<file path="src/rtl/serial_frame_shifter.sv">
// serial_frame_shifter: parallel-to-serial stage, MSB-first, with a holding register for gapless streaming
module serial_frame_shifter #(
    parameter int   WIDTH      = 8,
    parameter logic IDLE_LEVEL = 1'b0
) (
    input  logic             clk,
    input  logic             rst,
    input  logic [WIDTH-1:0] din,
    input  logic             din_valid,
    output logic             din_ready,
    output logic             dout,
    output logic             dout_valid,
    output logic             word_done,
    output logic             busy
);
    localparam int CW = $clog2(WIDTH);
    localparam logic [CW-1:0] CNT_LOAD = CW'(WIDTH - 1);
    localparam logic [CW-1:0] CNT_ONE  = CW'(1);

    typedef enum logic {IDLE, SHIFT} state_t;

    state_t           state_q, state_d;
    logic [WIDTH-1:0] shift_q, shift_d;
    logic [WIDTH-1:0] hold_q, hold_d;
    logic             hold_full_q, hold_full_d;
    logic [CW-1:0]    cnt_q, cnt_d;
    logic             dout_q, dout_d;
    logic             dout_valid_q, dout_valid_d;
    logic             word_done_q, word_done_d;
    logic             busy_q, busy_d;

    logic             accept;
    logic             last;
    logic             load;
    logic [WIDTH-1:0] load_word;

    // ready depends only on the holding register, never on din_valid
    assign din_ready  = !hold_full_q;
    assign accept     = din_valid && din_ready;
    // LSB is on dout: the next edge either chains a new word or goes idle
    assign last       = (state_q == SHIFT) && (cnt_q == '0);
    // a held word has priority; otherwise a word accepted now goes straight to the shifter
    assign load       = ((state_q == IDLE) && accept) || (last && (hold_full_q || accept));
    assign load_word  = hold_full_q ? hold_q : din;

    assign dout       = dout_q;
    assign dout_valid = dout_valid_q;
    assign word_done  = word_done_q;
    assign busy       = busy_q;

    // state register; reset discards any word in flight
    always_ff @(posedge clk) begin
        if (!rst) state_q <= IDLE;
        else      state_q <= state_d;
    end

    // next state: leave SHIFT only when the last bit goes out with nothing to follow it
    always_comb begin
        state_d = (state_q == IDLE) ? (accept ? SHIFT : IDLE) : ((last && !load) ? IDLE : SHIFT);
    end

    // next values of the datapath and the registered outputs
    always_comb begin
        shift_d      = load ? load_word : ((state_q == SHIFT) ? (shift_q << 1) : shift_q);
        cnt_d        = load ? CNT_LOAD : ((cnt_q != '0) ? cnt_q - CNT_ONE : cnt_q);
        dout_d       = load ? load_word[WIDTH-1] : (((state_q == SHIFT) && !last) ? shift_q[WIDTH-2] : IDLE_LEVEL);
        dout_valid_d = load || ((state_q == SHIFT) && !last);
        word_done_d  = (state_q == SHIFT) && (cnt_q == CNT_ONE);
        hold_full_d  = last ? 1'b0 : (hold_full_q || (accept && (state_q == SHIFT)));
        hold_d       = (accept && (state_q == SHIFT) && !last) ? din : hold_q;
        busy_d       = (state_d == SHIFT) || hold_full_d;
    end

    // datapath and output registers
    always_ff @(posedge clk) begin
        if (!rst) begin
            shift_q      <= '0;
            hold_q       <= '0;
            hold_full_q  <= 1'b0;
            cnt_q        <= '0;
            dout_q       <= IDLE_LEVEL;
            dout_valid_q <= 1'b0;
            word_done_q  <= 1'b0;
            busy_q       <= 1'b0;
        end else begin
            shift_q      <= shift_d;
            hold_q       <= hold_d;
            hold_full_q  <= hold_full_d;
            cnt_q        <= cnt_d;
            dout_q       <= dout_d;
            dout_valid_q <= dout_valid_d;
            word_done_q  <= word_done_d;
            busy_q       <= busy_d;
        end
    end
endmodule
</file>
<file path="config.mk">
export PLATFORM = sky130hd
export DESIGN_NAME = serial_frame_shifter
export DESIGN_NICKNAME = d
export VERILOG_FILES = /design/src/rtl/serial_frame_shifter.sv
export SDC_FILE = /design/constraint.sdc
export NUM_CORES = 1
export LEC_CHECK = 0
export CELL_PAD_IN_SITES_DETAIL_PLACEMENT = 1
export CELL_PAD_IN_SITES_GLOBAL_PLACEMENT = 1
export CORE_AREA = 3 3 61 63
export DETAILED_ROUTE_END_ITERATION = 10
export DIE_AREA = 0 0 64 66
export GPL_TIMING_DRIVEN = 0
export PLACE_DENSITY_LB_ADDON = 0.1
export RECOVER_POWER = 50
export SETUP_SLACK_MARGIN = 0.3
export SYNTH_ARGS = -nofsm -noshare
export SYNTH_HDL_FRONTEND = slang
export SYNTH_SLANG_ARGS = --single-unit
</file>
<file path="constraint.sdc">
create_clock -name clk -period 2 [get_ports clk]
set_input_delay 0.4 -clock clk [delete_from_list [all_inputs] [get_ports clk]]
set_output_delay 0.4 -clock clk [all_outputs]
set_load 0.01 [all_outputs]
</file>
==> flow_summary.yaml <==
global_route:
  antenna_found_initial: 0
  grt_pass1_vias: 1150
  overflow: 0
  grt_pass1_wl_um: 5690
  grt_max_degree: 13
  grt_usage_pct: 17.3
critical_path:
  slowest_delay_ps: 590
  worst-setup-path-type: "flop to output pin"
  cp_cell_sequence: "dlygate4sd3_1"
  cp-startpoint: "busy"
  cp.buffers_inverters: 1
  required_ps: 1600
  crit_arrival_ps: 1240
  crit_family: "buffers and inverters"
  start_kind: "flop"
  critical-path-slowest-cell: "dlygate4sd3_1"
  worstSetupEndpointType: "output pin"
  reg2reg_from: "cnt_q[0]"
  worst-path-max-fanout: 1
routing:
  routed-via-count: 1108
  dr.pass1.iters: 4
  wl_per_cell_um: 16.6
  via_per_inst: 5.43
  routed_wirelength_um: 3390
  drtAntennaViolNets: 0
  drc_errors: 0
  drtIter0Drc: 50
clock_tree:
  cts.htree.levels: 1
  tritoncts: "yes"
  clk_pin_slew_ps: 130
  cts_hold_buffers: 0
  clkSinkCount: 24
  cts-root-buf: "clkbuf_4"
  numCtsBuffers: 3
  clk_latency_ps: 320
  cts_max_path_buffers: 2
layout:
  regArea_sq_um: 483
  finish.utilization_pct: 46.4
  area_growth_pct: 21.2
  nFillCells: 396
  multiInputGateArea_sq_um: 679
  fin_nets: 174
  drive_gt1_share_pct: 14.6
  diodes: 0
sta:
  rsz0062_at_grt: "true"
  hold_viol_final: 0
  slew_violations: 0
  fmax_ghz: 0.611
  finalSetupViolations: 0
  relSlewSlack_pct: 66.0
  tns_ps: 0
  period_share_pct: 81.8
  worst_pin_slew_ps: 510
  skew_ps: 1.70
  timing.final.crit_period_ps: 1640
die:
  start_util_pct: 38.3
  die_w_um: 64
  row_count: 21
  ioPinCount: 16
  die_h_um: 66
  die_area_sq_um: 4220
  core_sq_um: 3280
yosys:
  synthFlopType: "dfxtp_1"
  synth-edff-count: 0
  ys_ff_latch: 24
  ys_types: 27
  syn_nets: 152
  synth_top_area_share_pct: 38.2
  synth_top_cell_by_area: "dfxtp_1"
  synth_cells: 138
  ys_warn_count: 0
  synth_area_per_cell_sq_um: 9.11
  synthTopCellsByArea: "dfxtp_1 (38%), a21oi_1 (7.2%), mux2i_1 (7.2%)"
  ys_seq_area_share_pct: 38.2
  synthesis.area_sq_um: 1260
  postSynth.asyncResetShare_pct: 0
power:
  seq_power_share_pct: 46.2
  power.leakage_uw: 0.000563
  p_sw_uw: 427
  p_comb_share_pct: 35.4
  p_per_area_nw_per_um2: 790
  clkPwrFrac_pct: 18.4
  p_int_uw: 777
  p_sw_share_pct: 35.5
  peakVddDrop_uv: 415
worst_hold_path:
  min_path_type: "flop to flop"
  hp-start: "hold_q[6]"
placement:
  hpwl_um: 2450
  gp_congestion: 0.741
  port_buffers: 15
job:
  maxCapViolCount: 0
outcome:
  status: "finished clean"
-- metrics by stage --
step           total power, uW  hold WS [ps]  instances  instance area, sq um  setup slack (ps)
3_5_place_dp               979           471        199                  1470               145
3_3_place_gp               966           456        199                  1470               181
6_report                  1200           483        204                  1520               363
5_1_grt                   1290           511        204                  1520               193
4_1_cts                   1200           489        202                  1490               305
2_1_floorplan              846           448        138                  1260               575
-- power by group through the flow --
stage	sequential (uW)	clock (uW)	combinational (uW)
global route	563	251	472
CTS	555	229	416
floorplan	561	0	285
detailed placement	565	0	414
finish	556	222	426
global placement	562	0	404
-- area by class of cell --
| cell class | instances | area share, % |
|---|---|---|
| clock buffers | 3 | 1.48 |
| well taps | 46 | 3.78 |
| inverters | 5 | 1.23 |
| multi-input cells | 94 | 44.6 |
| repair buffers | 17 | 10.8 |
| flip-flops and latches | 24 | 31.7 |
| plain buffers | 15 | 6.49 |
-- sequential cells by signal (all words and copies together), names as in the netlist --
name and count:
word_done 1, dout_valid 1, hold_q 8, shift_q 7, state_q 1, busy 1, cnt_q 3, hold_full_q 1
dout 1
-- cells by family after synthesis --
family,synth area share (%)
compound gates,25.7
simple gates,14.9
flops,38.2
buf+inv,8.56
mux,8.96
fa+ha+maj,2.99
xor+xnor,0.697
-- synthesized netlist by cell type, types with 2 or more instances --
library cell / number
buf_4: 4
o21a_1: 4
buf_2: 8
nor2b_1: 3
nand2_1: 7
dfxtp_1: 24
clkbuf_1: 2
mux2i_1: 9
nand4_1: 8
a211oi_1: 9
o31a_1: 7
and3_1: 8
a21oi_1: 18
inv_1: 5
ha_1: 3
o31ai_1: 8
-- cell usage in the layout, fill, tap and decap left out --
cell / count
a21oi_1: 18
mux2i_1: 9
buf_4: 5
xnor2_1: 1
or2_1: 1
buf_6: 1
nor3_1: 1
dfxtp_2: 2
and3_1: 8
clkbuf_4: 3
o31ai_2: 2
nor2_1: 1
buf_2: 6
mux2i_4: 1
nor2b_1: 3
dlygate4sd3_1: 1
nand4_1: 8
o31ai_1: 6
o21ai_0: 1
clkbuf_1: 4
nand2b_4: 1
o21a_1: 4
nand2b_1: 1
a21oi_2: 1
dlygate4sd2_1: 1
ha_1: 3
a211oi_1: 9
o31a_1: 7
buf_12: 1
nand2_1: 7
inv_1: 5
nor3b_1: 1
dfxtp_1: 22
clkdlybuf4s50_1: 13
-- per-layer routing --
| layer | global-route usage, % | vias up | share of wire (%) |
|---|---|---|---|
| met2 | 28.0 | 23 | 47 |
| met3 | 2.21 | 6 | 2.9 |
| met4 | 7.55 | 0 | 2.2 |
| li1 | - | 547 | - |
| met5 | 0 | - | 0 |
| met1 | 23.0 | 532 | 47 |
-- repair_timing --
item / 4_1_cts / 5_1_grt
setup buffers: 0 / 2
setup endpoints to repair: 1 / 9
gates resized for setup: 2 / 6
-- worst paths after layout --
path / slack (ps) / to / depth (start not counted)
setup reg to reg: 400 / hold_q[7] / 7
hold / removal: 480 / hold_q[6] / 2
hold reg to reg: 480 / hold_q[6] / 2
setup / recovery: 360 / busy / 1
(Power assumes the default switching activity.)
